### config.mk
export PLATFORM = sky130hd
export DESIGN_NAME = udma_traffic_chk_tx
export DESIGN_NICKNAME = d
export VERILOG_FILES = /design/src/rtl/udma_traffic_chk_tx.sv
export SDC_FILE = /design/constraint.sdc
export NUM_CORES = 1
export LEC_CHECK = 0
export BUFFER_PORTS_ARGS = -buffer_cell sky130_fd_sc_hd__clkbuf_2
export CORE_UTILIZATION = 58
export DETAILED_ROUTE_END_ITERATION = 6
export PLACE_DENSITY_LB_ADDON = 0.05
export SLEW_MARGIN = 20
export SYNTH_ARGS = -nofsm -noshare
export SYNTH_HDL_FRONTEND = slang
export SYNTH_SLANG_ARGS = --single-unit
### constraint.sdc
create_clock -name clk_i -period 3.35 [get_ports clk_i]
set_clock_uncertainty 0.2 [all_clocks]
set_input_delay 0.67 -clock clk_i [delete_from_list [all_inputs] [get_ports clk_i]]
set_output_delay 0.67 -clock clk_i [all_outputs]
set_load 0.05 [all_outputs]
### src/rtl/udma_traffic_chk_tx.sv
// Self-checking sink for the uDMA TX channel: compares streamed words against an incrementing reference.
// Optional ready throttling for backpressure tests is enabled with `define UDMA_TRAFFIC_CHK_THROTTLE_EN.
module udma_traffic_chk_tx #(
    parameter int CNT_W = 16
) (
    input  logic             clk_i,
    input  logic             rstn_i,
    input  logic [31:0]      cfg_setup_i,
    input  logic [31:0]      tx_data_i,
    input  logic             tx_valid_i,
    output logic             tx_ready_o,
    output logic             busy_o,
    output logic             done_o,
    output logic             err_o,
    output logic [CNT_W-1:0] err_count_o,
    output logic [7:0]       first_err_idx_o,
    output logic [31:0]      first_err_data_o
);

    typedef enum logic [1:0] {
        ST_IDLE       = 2'b00,
        ST_CHECK      = 2'b01,
        ST_WAIT_CLEAR = 2'b10
    } state_t;

    state_t      state;
    state_t      state_nxt;
    logic [31:0] expected;
    logic [7:0]  word_cnt;
    logic        thr_ok;
    logic        start;
    logic        xfer;
    logic        last_word;
    logic        mismatch;
    logic        unused_cfg;

    function automatic logic [CNT_W-1:0] sat_inc(input logic [CNT_W-1:0] v);
        return (&v) ? v : v + {{(CNT_W-1){1'b0}}, 1'b1};
    endfunction

    assign unused_cfg = ^cfg_setup_i[7:1];

`ifdef UDMA_TRAFFIC_CHK_THROTTLE_EN
    logic [2:0] thr_cnt;

    always_comb begin
        case (cfg_setup_i[2:1])
            2'b00:   thr_ok = 1'b1;
            2'b01:   thr_ok = (thr_cnt[0] == 1'b0);
            2'b10:   thr_ok = (thr_cnt[1:0] == 2'b00);
            default: thr_ok = (thr_cnt == 3'd0);
        endcase
    end

    // Restarted on every start so the first CHECK cycle is always ready.
    always_ff @(posedge clk_i or negedge rstn_i) begin
        if (!rstn_i) begin
            thr_cnt <= 3'd0;
        end else if (start) begin
            thr_cnt <= 3'd0;
        end else if (state == ST_CHECK) begin
            thr_cnt <= thr_cnt + 3'd1;
        end
    end
`else
    assign thr_ok = 1'b1;
`endif

    assign start     = (state == ST_IDLE) && cfg_setup_i[0];
    assign xfer      = tx_valid_i && tx_ready_o;
    assign last_word = (word_cnt == cfg_setup_i[15:8]);
    assign mismatch  = (tx_data_i != expected);

    always_ff @(posedge clk_i or negedge rstn_i) begin
        if (!rstn_i) begin
            state <= ST_IDLE;
        end else begin
            state <= state_nxt;
        end
    end

    always_comb begin
        state_nxt  = state;
        tx_ready_o = 1'b0;
        busy_o     = 1'b0;
        done_o     = 1'b0;
        case (state)
            ST_IDLE: begin
                if (cfg_setup_i[0]) state_nxt = ST_CHECK;
            end
            ST_CHECK: begin
                busy_o     = 1'b1;
                tx_ready_o = thr_ok;
                // Enable is deliberately ignored here: the run always completes.
                if (tx_valid_i && thr_ok && last_word) state_nxt = ST_WAIT_CLEAR;
            end
            ST_WAIT_CLEAR: begin
                done_o = 1'b1;
                if (!cfg_setup_i[0]) state_nxt = ST_IDLE;
            end
            default: state_nxt = ST_IDLE;
        endcase
    end

    always_ff @(posedge clk_i or negedge rstn_i) begin
        if (!rstn_i) begin
            expected         <= 32'd0;
            word_cnt         <= 8'd0;
            err_o            <= 1'b0;
            err_count_o      <= '0;
            first_err_idx_o  <= 8'd0;
            first_err_data_o <= 32'd0;
        end else if (start) begin
            expected         <= {16'h0000, cfg_setup_i[31:16]};
            word_cnt         <= 8'd0;
            err_o            <= 1'b0;
            err_count_o      <= '0;
            first_err_idx_o  <= 8'd0;
            first_err_data_o <= 32'd0;
        end else if (xfer) begin
            // Reference keeps counting regardless of received data (no resync).
            expected <= expected + 32'd1;
            word_cnt <= last_word ? 8'd0 : word_cnt + 8'd1;
            if (mismatch) begin
                err_count_o <= sat_inc(err_count_o);
                if (!err_o) begin
                    err_o            <= 1'b1;
                    first_err_idx_o  <= word_cnt;
                    first_err_data_o <= tx_data_i;
                end
            end
        end
    end

endmodule

==> results of run 1 <==
## final cells by class
| class | instances | area share |
|---|---|---|
| multi-input cells | 377 | 0.415 |
| flip-flops and latches | 99 | 0.410 |
| repair buffers | 133 | 0.118 |
| well taps | 108 | 0.0224 |
| clock buffers | 11 | 0.0217 |
| clock inverters | 5 | 0.0104 |
| inverters | 5 | 0.00311 |
## metrics by stage
stage	total power, mW	cell area (um^2)
global placement	4.18	5830
CTS	5.01	6030
floorplan	3.67	5170
detailed placement	4.24	5830
finish	5.01	6040
global route	5.30	6040
## worst max-delay path: stages (launching register included)
cell and delay (ns):
dfrtp_1 0.45, xor2_1 0.20, nor4_1 0.41, nand3_1 0.17, nor3_2 0.42, buf_4 0.29, nand2b_1 0.37, o21ai_0 0.16
## power groups by stage
stage,Combinational (mW),Sequential [mW],Clock (mW)
5_1_grt,2.44,2.03,0.834
6_report,2.26,1.96,0.778
3_3_place_gp,2.22,1.96,0
3_5_place_dp,2.26,1.98,0
2_1_floorplan,0.957,2.71,0
4_1_cts,2.27,1.96,0.787
## registers in the layout (all words and copies together) (netlist names)
name	count
expected	32
first_err_idx_o	8
state	2
first_err_data_o	32
word_cnt	8
err_count_o	16
err_o	1
## cell usage after synthesis (all sizes together), types with 4 or more instances
| cell type | count |
|---|---|
| o31ai | 14 |
| xnor2 | 18 |
| nor3 | 8 |
| xor2 | 41 |
| a22o | 41 |
| nand3 | 26 |
| a31oi | 8 |
| inv | 5 |
| buf | 19 |
| clkbuf | 10 |
| and4 | 5 |
| nor4 | 9 |
| nand4 | 13 |
| nor2 | 31 |
| a21oi | 9 |
| dfrtp | 99 |
| o21ai | 45 |
| nand2 | 46 |
| nand2b | 7 |
| and3 | 11 |
| nor2b | 4 |
## per-layer routing
metal	track usage	share of wire
met5	0	0
met4	0.103	0.021
met3	0.0352	0.050
met2	0.439	0.47
met1	0.382	0.46
## cell usage in the layout, fill, tap and decap left out, types with 2 or more instances in the layout
cell        instances
clkbuf_2          118
dfrtp_1            99
nand2_1            45
o21ai_0            43
xor2_1             41
a22o_1             41
nor2_1             31
nand3_1            25
xnor2_1            18
o31ai_1            14
buf_4              14
nand4_1            13
and3_1             11
a21oi_1             9
clkbuf_8            9
nor4_1              8
a31oi_1             8
nand2b_1            7
nor3_1              5
and4_1              5
inv_1               5
nor2b_1             4
mux2i_1             3
o211ai_1            3
or4_1               3
or3_1               3
ha_1                3
nor3_2              2
or2_2               2
o22ai_1             2
a41oi_1             2
o21ai_1             2
o41ai_1             2
a2bb2oi_1           2
clkbuf_1            2
clkinvlp_4          2
## cell families (layout without fill, tap and decap cells)
logic type | count (synthesis) | after routing | share of synthesized area
xor+xnor | 59 | 59 | 0.0999
flops | 99 | 99 | 0.479
simple gates | 175 | 175 | 0.182
fa+ha+maj | 3 | 3 | 0.00726
buf+inv | 34 | 154 | 0.0377
mux | 4 | 4 | 0.00798
compound gates | 136 | 136 | 0.186
## worst paths after layout
path                       slack, ns                  from                    to  cells after the start
hold / removal                  0.09                rstn_i  first_err_data_o[31]                      1
max in group asynchronous       2.11                rstn_i       err_count_o[10]                      2
hold reg to reg                 0.31  first_err_data_o[12]  first_err_data_o[12]                      1
setup / recovery                0.54           expected[0]        err_count_o[9]                      7
setup reg to reg                0.54           expected[0]        err_count_o[9]                      7
min in group clk_i              0.30       cfg_setup_i[20]           expected[4]                      3
==> impl_metrics.tcl, run 1 <==
set metrics [dict create \
    status "completed" \
    initial_core_util 0.596 \
    cts_tree "yes" \
    overflow 0 \
    synth_top_area_frac 0.479 \
    fin_nets 695 \
    pwr-share-clk 0.155 \
    die_w_um 96.4 \
    port_buffers 119 \
    yosysTopAreaCell "dfrtp_1" \
    drtAntennaViolNets 0 \
    fillers 672 \
    synth-main-ff-cell "dfrtp_1" \
    die_area_um2 9300 \
    clk_latency_ns 0.36 \
    critical_path_class "reg2reg" \
    swShare 0.480 \
    synth.yosys.seq_area_share 0.479 \
    drtIter0Drc 188 \
    postRouteWirelength_um 12400 \
    cts_resized 0 \
    intPower_mw 2.61 \
    synth-seq-cells 99 \
    num_rows 34 \
    grt_first_pass_wirelength_um 19300 \
    leakagePower_nw 2.83 \
    place_ws_ns 0.213 \
    cts_sinks 99 \
    wl_per_cell_um 16.8 \
    synth_edf_count 0 \
    worst_pin_slew_ns 0.609 \
    antenna_found_initial 0 \
    core_um2 8680 \
    cp.arrival_ns 2.83 \
    share_comb_of_total_power 0.452 \
    post_cts_buffers 0 \
    cp-start-kind "flip-flop" \
    syn_to_final_growth_pct 16.8 \
    yosysWarnings 0 \
    rsz0062_at_grt "false" \
    grt_usage 0.274 \
    maxSlewHeadroom 0.593 \
    critPathMaxFanout 13 \
    gp_congestion 0.863 \
    clock-root-buffer "clkbuf_8" \
    clk_pin_slew_ns 0.10 \
    final_cell_count_no_fill 738 \
    power.density_nw_per_um2 829 \
    cts_max_level 3 \
    syn-cell-area_um2 5170 \
    vias 4421 \
    drc 0 \
    numCtsBuffers 9 \
    crit_path_end_kind "flip-flop" \
    setup_viol 0 \
    setup_slack_ns 0.545 \
    regArea_um2 2480 \
    syn_nets 580 \
    required_ns 3.38 \
    dr.pass1.iters 5 \
    synth.distinct_cells 56 \
    antenna_cells 0 \
    placedCellCount 721 \
    die_h_um 96.4 \
    fin_crit_sh 0.837 \
    p_seq_frac 0.392 \
    whs_ns 0.0876 \
    netlist_instances 510 \
    holdBufCountCts 0 \
    via_per_inst 5.99 \
    drv_cap 0 \
    drive_gt1_frac 0.254 \
    syn_avg_cell_area_um2 10.1 \
    cts_buffer_depth 2 \
    grt_pass1_vias 3885 \
    synthArstFlopShare 1.00 \
    num_io_pins 127 \
    setup-tns-final_ns 0 \
    slew_viol_final 0 \
    min_path_type "in2async" \
    multi_input_area_um2 2500 \
    period_needed_ns 2.81 \
    clock.fmax_mhz 356 \
    grt_max_degree 50 \
    p_switching_mw 2.40 \
    hpwl_um 9050 \
    synth.area.top_cells "dfrtp_1, a22o_1, xor2_1" \
    final_core_util 0.696 \
    hold_violations 0 \
    peakVddDrop_v 0.000650 \
]
Note: power is estimated with default switching activity, not from simulation.
==> run 2: changes to the inputs <==
- CORE_UTILIZATION: 58 -> 54
- clock period: 3.35 -> 2.7 ns (I/O delays scaled with it)
==> run 2 against run 1 <==
Die area up 7.3%. Sequential power rose by 23%. Flip-flop and latch count stayed put. Critical path depth increased by 1. Core utilization shrank 3.1 points. Setup slack got worse by 0.31 ns. Non-clock buffer count grew 6. Register-to-register slack worse by 0.31 ns. Global-route usage shrank 1.8 points. Routed wire length is 1.2% lower. Maximum frequency is 14% higher.
==> impl_metrics.tcl, run 2 (synthesis gave the netlist of run 1 again) <==
set metrics [dict create \
    drtIter0Drc 214 \
    power.density_nw_per_um2 1010 \
    cts_resized 0 \
    num_rows 35 \
    cts_buffer_depth 2 \
    hold_violations 0 \
    grtUsageMet3 0.0432 \
    dr.pass1.iters 4 \
    reg2reg_slack_ns 0.24 \
    drive_gt1_frac 0.260 \
    wl_per_cell_um 16.0 \
    min_path_type "in2reg" \
    status "completed" \
    worst_pin_slew_ns 0.611 \
    drtAntennaViolNets 0 \
    crit_end "first_err_data_o[19]" \
    clk_latency_ns 0.36 \
    final_cell_count_no_fill 763 \
    cts_tree "yes" \
    cpMaxStageDelayCell "dfrtp_1" \
    crit_path_end_kind "flip-flop" \
    critPathMaxFanout 23 \
    critical_path_class "reg2reg" \
    core_um2 9240 \
    num_io_pins 127 \
    gp_congestion 0.820 \
    die_area_um2 9970 \
    grt_pass1_vias 4084 \
    port_buffers 119 \
    slew_viol_final 0 \
    met2_usage 0.418 \
    placedCellCount 748 \
    grt_busiest_layer "met2" \
    setup-tns-final_ns 0 \
    via_per_inst 5.65 \
    fin_nets 701 \
    timing.rr.end "first_err_data_o[19]" \
    maxSlewHeadroom 0.592 \
    cp-start-kind "flip-flop" \
    fin_crit_sh 0.913 \
    leakagePower_nw 2.88 \
    grt_usage 0.256 \
    hpwl_um 8830 \
    drv_cap 0 \
    worstHoldPathCells 3 \
    numCtsBuffers 9 \
    timing.critical_path.cells "xor2_1, nor4_1, nand3_1, nor3_2, buf_4, a211o_1, buf_12, a22o_1" \
    mostFrequentLayoutCell "clkbuf_2" \
    syn_to_final_growth_pct 18.8 \
    use_met1 0.355 \
    peakVddDrop_v 0.000629 \
    cts_sinks 99 \
    clock.fmax_mhz 406 \
    timing.rr.start "expected[7]" \
    overflow 0 \
    cp.arrival_ns 2.56 \
    required_ns 2.80 \
    grt_max_degree 72 \
    setup_viol 0 \
    reg_top3 "expected (32), first_err_data_o (32), err_count_o (16)" \
    vias 4313 \
    r2r_cells 8 \
    die_w_um 99.9 \
    drc 0 \
    grt_first_pass_wirelength_um 20000 \
    clk_pin_slew_ns 0.10 \
    postRouteWirelength_um 12200 \
    fillers 770 \
    antenna_cells 0 \
    max_stage_delay_ns 0.48 \
    crit_start "expected[7]" \
    final_cell_mix "clkbuf_2, dfrtp_1, nand2_1" \
    antenna_found_initial 0 \
    clock-root-buffer "clkbuf_8" \
    whs_ns 0.175 \
    period_needed_ns 2.46 \
    die_h_um 99.9 \
    cts_max_level 3 \
    rsz0062_at_grt "false" \
    initial_core_util 0.560 \
]
-- run 2: changes by cell type in the layout (fill, tap and decap cells not counted), sizes merged --
cell,previous run,this run
clkinv,1,3
inv,6,5
clkinvlp,2,1
dlygate4sd3,0,1
clkbuf,129,127
buf,15,20
-- run 2: per-stage QoR --
stage               area [um^2]  setup slack [ns]  power, mW  utilization
floorplan                  5170             0.390       4.55            -
global placement           5950            0.0479       5.26        0.644
detailed placement         5950            0.0331       5.33        0.644
CTS                        6140             0.201       6.26        0.665
global route               6140           0.00451       6.59        0.665
finish                     6140             0.235       6.20        0.665
-- run 2: power by group --
part	switching (mW)	internal, mW	total [mW]
Sequential	0.485	1.94	2.42
Combinational	1.95	0.911	2.86
Clock	0.502	0.417	0.919
-- run 2: worst max-delay path: cells and delay by family, from the launching register on --
family          cells  cell delay, ns
xor+xnor            1            0.20
compound gates      2            0.40
simple gates        3            0.69
buf+inv             2            0.42
flops               1            0.48
-- run 2: layout make-up --
type	instances	area, um^2	area share
timing repair buffer	139	801	0.130
inverter	5	18.8	0.00305
clock buffer	9	124	0.0202
sequential	99	2480	0.403
clock inverter	5	56.3	0.00916
multi-input combinational	377	2500	0.408
tap	129	161	0.0263
-- run 2: worst min-delay path by stage --
stage | startpoint | to | slack (ns)
2_1_floorplan | rstn_i | err_count_o[0] | 0.04
3_3_place_gp | rstn_i | first_err_data_o[30] | 0.28
3_5_place_dp | rstn_i | first_err_data_o[26] | 0.29
4_1_cts | cfg_setup_i[21] | expected[5] | 0.17
5_1_grt | cfg_setup_i[21] | expected[5] | 0.18
6_report | cfg_setup_i[21] | expected[5] | 0.18
-- run 2: layer usage --
metal / wire [um] / part of all wire
met5: 0 / 0
met4: 86 / 0.0070
met3: 528 / 0.043
met2: 5860 / 0.48
met1: 5750 / 0.47
-- run 2: repair_timing --
item	4_1_cts	5_1_grt
hold buffers	1	0
endpoints found under the hold margin	28	0
buffers inserted	0	0
==> run 3: changes to the inputs <==
- ABC_AREA: default -> 1
- CORE_UTILIZATION: 54 -> 57
- CTS_BUF_LIST: default -> sky130_fd_sc_hd__clkbuf_4 sky130_fd_sc_hd__clkbuf_8
- MAX_ROUTING_LAYER: default -> met4
==> run 3 against run 2 <==
The flow now finishes with violations (DRC, hold timing). Largest cell class unchanged. Flip-flop and latch count is the same. Critical endpoint is now err_count_o[2]. Routed wire length grew 27%. Area after synthesis grew 18%.
==> impl_metrics.tcl, run 3 <==
set metrics [dict create \
    grt_usage 0.306 \
    fin_nets 1052 \
    reg2reg_slack_ns 0.40 \
    drv_cap 0 \
    timing.rr.start "err_count_o[0]" \
    multi_input_area_um2 3070 \
    synth_edf_count 0 \
    cts_buffer_depth 2 \
    cts_sinks 99 \
    num_io_pins 127 \
    via_per_inst 5.45 \
    power.density_nw_per_um2 955 \
    post_cts_buffers 0 \
    numCtsBuffers 9 \
    drtAntennaViolNets 0 \
    r2r_cells 9 \
    synthTopCellsByCount "nand2_1, nor2_1, dfrtp_1" \
    netlist_instances 879 \
    timing.critical_path.cells "ha_1, nand3_1, nor2_1, nand4_1, nor2_2, nand3_4, nand3_4, nand2_1, nand2_1" \
    clk_latency_ns 0.38 \
    synth.yosys.seq_area_share 0.404 \
    max_stage_delay_ns 0.42 \
    die_area_um2 11200 \
    drtIter0Drc 411 \
    gp_congestion 0.918 \
    violations "DRC, hold timing" \
    regArea_um2 2480 \
    grt_max_degree 100 \
    syn_to_final_growth_pct 15.1 \
    min_path_type "in2async" \
    peakVddDrop_v 0.000696 \
    syn_nets 949 \
    synth_top_area_frac 0.404 \
    crit_path_end_kind "flip-flop" \
    required_ns 2.82 \
    period_needed_ns 2.30 \
    antenna_found_initial 0 \
    timing.rr.end "err_count_o[2]" \
    cts_resized 0 \
    cts_max_level 3 \
    die_w_um 106 \
    setup_viol 0 \
    postRouteWirelength_um 15500 \
    synth.area.top_cells "dfrtp_1, nand2_1, nand4_1" \
    whs_ns -0.000546 \
    cpMaxStageDelayCell "dfrtp_1" \
    holdBufCountCts 0 \
    num_rows 37 \
    worst_pin_slew_ns 0.674 \
    clock.fmax_mhz 435 \
    synth_most_common_cell "nand2_1" \
    rsz0062_at_grt "false" \
    cp-start-kind "flip-flop" \
    dr.pass1.iters 7 \
    final_cell_count_no_fill 1123 \
    synth.distinct_cells 41 \
    die_h_um 106 \
    clk_pin_slew_ns 0.10 \
    syn-cell-area_um2 6130 \
    antenna_cells 0 \
    synth-seq-cells 99 \
    drc 2 \
    wl_per_cell_um 13.8 \
    hold_violations 2 \
    final_cell_mix "nand2_1, nor2_1, clkbuf_2" \
    placedCellCount 1107 \
    cp.arrival_ns 2.42 \
    status "complete, but fails checks" \
    mostFrequentLayoutCell "nand2_1" \
    setup-tns-final_ns 0 \
    yosysTopAreaCell "dfrtp_1" \
    cts_tree "yes" \
    maxSlewHeadroom 0.547 \
    overflow 0 \
    fin_crit_sh 0.852 \
    drive_gt1_frac 0.169 \
    vias 6120 \
    grt_pass1_vias 5655 \
    leakagePower_nw 3.70 \
    syn_avg_cell_area_um2 6.97 \
    slew_viol_final 0 \
    critical_path_class "reg2reg" \
    initial_core_util 0.591 \
    reg_top3 "expected (32), first_err_data_o (32), err_count_o (16)" \
    fillers 928 \
    hpwl_um 11100 \
    critPathMaxFanout 17 \
    yosysWarnings 0 \
    port_buffers 119 \
    clock-root-buffer "clkbuf_8" \
    synthArstFlopShare 1.00 \
    grt_first_pass_wirelength_um 26600 \
    core_um2 10400 \
    synth-main-ff-cell "dfrtp_1" \
]
## run 3: worst max-delay path: cells and delay by family (launching register included)
kind,cells,cell delay (ns)
fa+ha+maj,1,0.21
flops,1,0.42
simple gates,8,1.40
## run 3: cells by family (layout without fill, tap and decap cells)
group / count (synthesis) / count (layout) / share of synthesized area
AOI/OAI and AO/OA: 78 / 78 / 0.0748
xor gates and xnor gates: 27 / 27 / 0.0386
adders and majority gates: 3 / 3 / 0.00613
buffers and inverters: 142 / 250 / 0.0962
DFF: 99 / 99 / 0.404
and+or+nand+nor: 530 / 530 / 0.380
## run 3: metal layers
| layer | vias to the layer above | share of wire | GRT usage |
|---|---|---|---|
| met2 | 220 | 0.46 | 0.477 |
| li1 | 3039 | - | - |
| met1 | 2846 | 0.47 | 0.416 |
| met5 | - | 0 | - |
| met4 | 0 | 0.013 | 0.0903 |
| met3 | 15 | 0.058 | 0.0439 |
## run 3: how the worst max path moves through the flow
stage / start / cells after the start / endpoint
2_1_floorplan: err_count_o[0] / 9 / err_count_o[5]
3_3_place_gp: cfg_setup_i[0] / 11 / err_count_o[1]
3_5_place_dp: cfg_setup_i[0] / 10 / first_err_data_o[28]
4_1_cts: err_count_o[0] / 9 / err_count_o[2]
5_1_grt: err_count_o[1] / 9 / err_count_o[2]
6_report: err_count_o[0] / 9 / err_count_o[2]
## run 3: stage by stage
stage	hold slack [ns]	instance area, um^2	power [mW]	util	setup WS (ns)
CTS	0.0383	7050	6.76	0.680	0.401
floorplan	0.0444	6130	4.90	-	0.367
global placement	0.253	6820	5.58	0.658	0.479
global route	0.0584	7050	7.20	0.680	0.185
finish	-0.000546	7050	6.73	0.680	0.399
detailed placement	0.257	6820	5.66	0.658	0.413
## run 3: cell type report
class / count / share of cell area
inverters: 101 / 0.0538
repair buffers: 133 / 0.103
flip-flops and latches: 99 / 0.351
multi-input cells: 638 / 0.435
clock inverters: 6 / 0.0126
clock buffers: 10 / 0.0195
well taps: 136 / 0.0241
## run 3: report_power, final
part           internal [mW]  switching, mW  leakage (nW)
Clock                  0.547          0.548         0.108
Sequential              1.99          0.459          1.27
Combinational          0.894           2.29          2.32
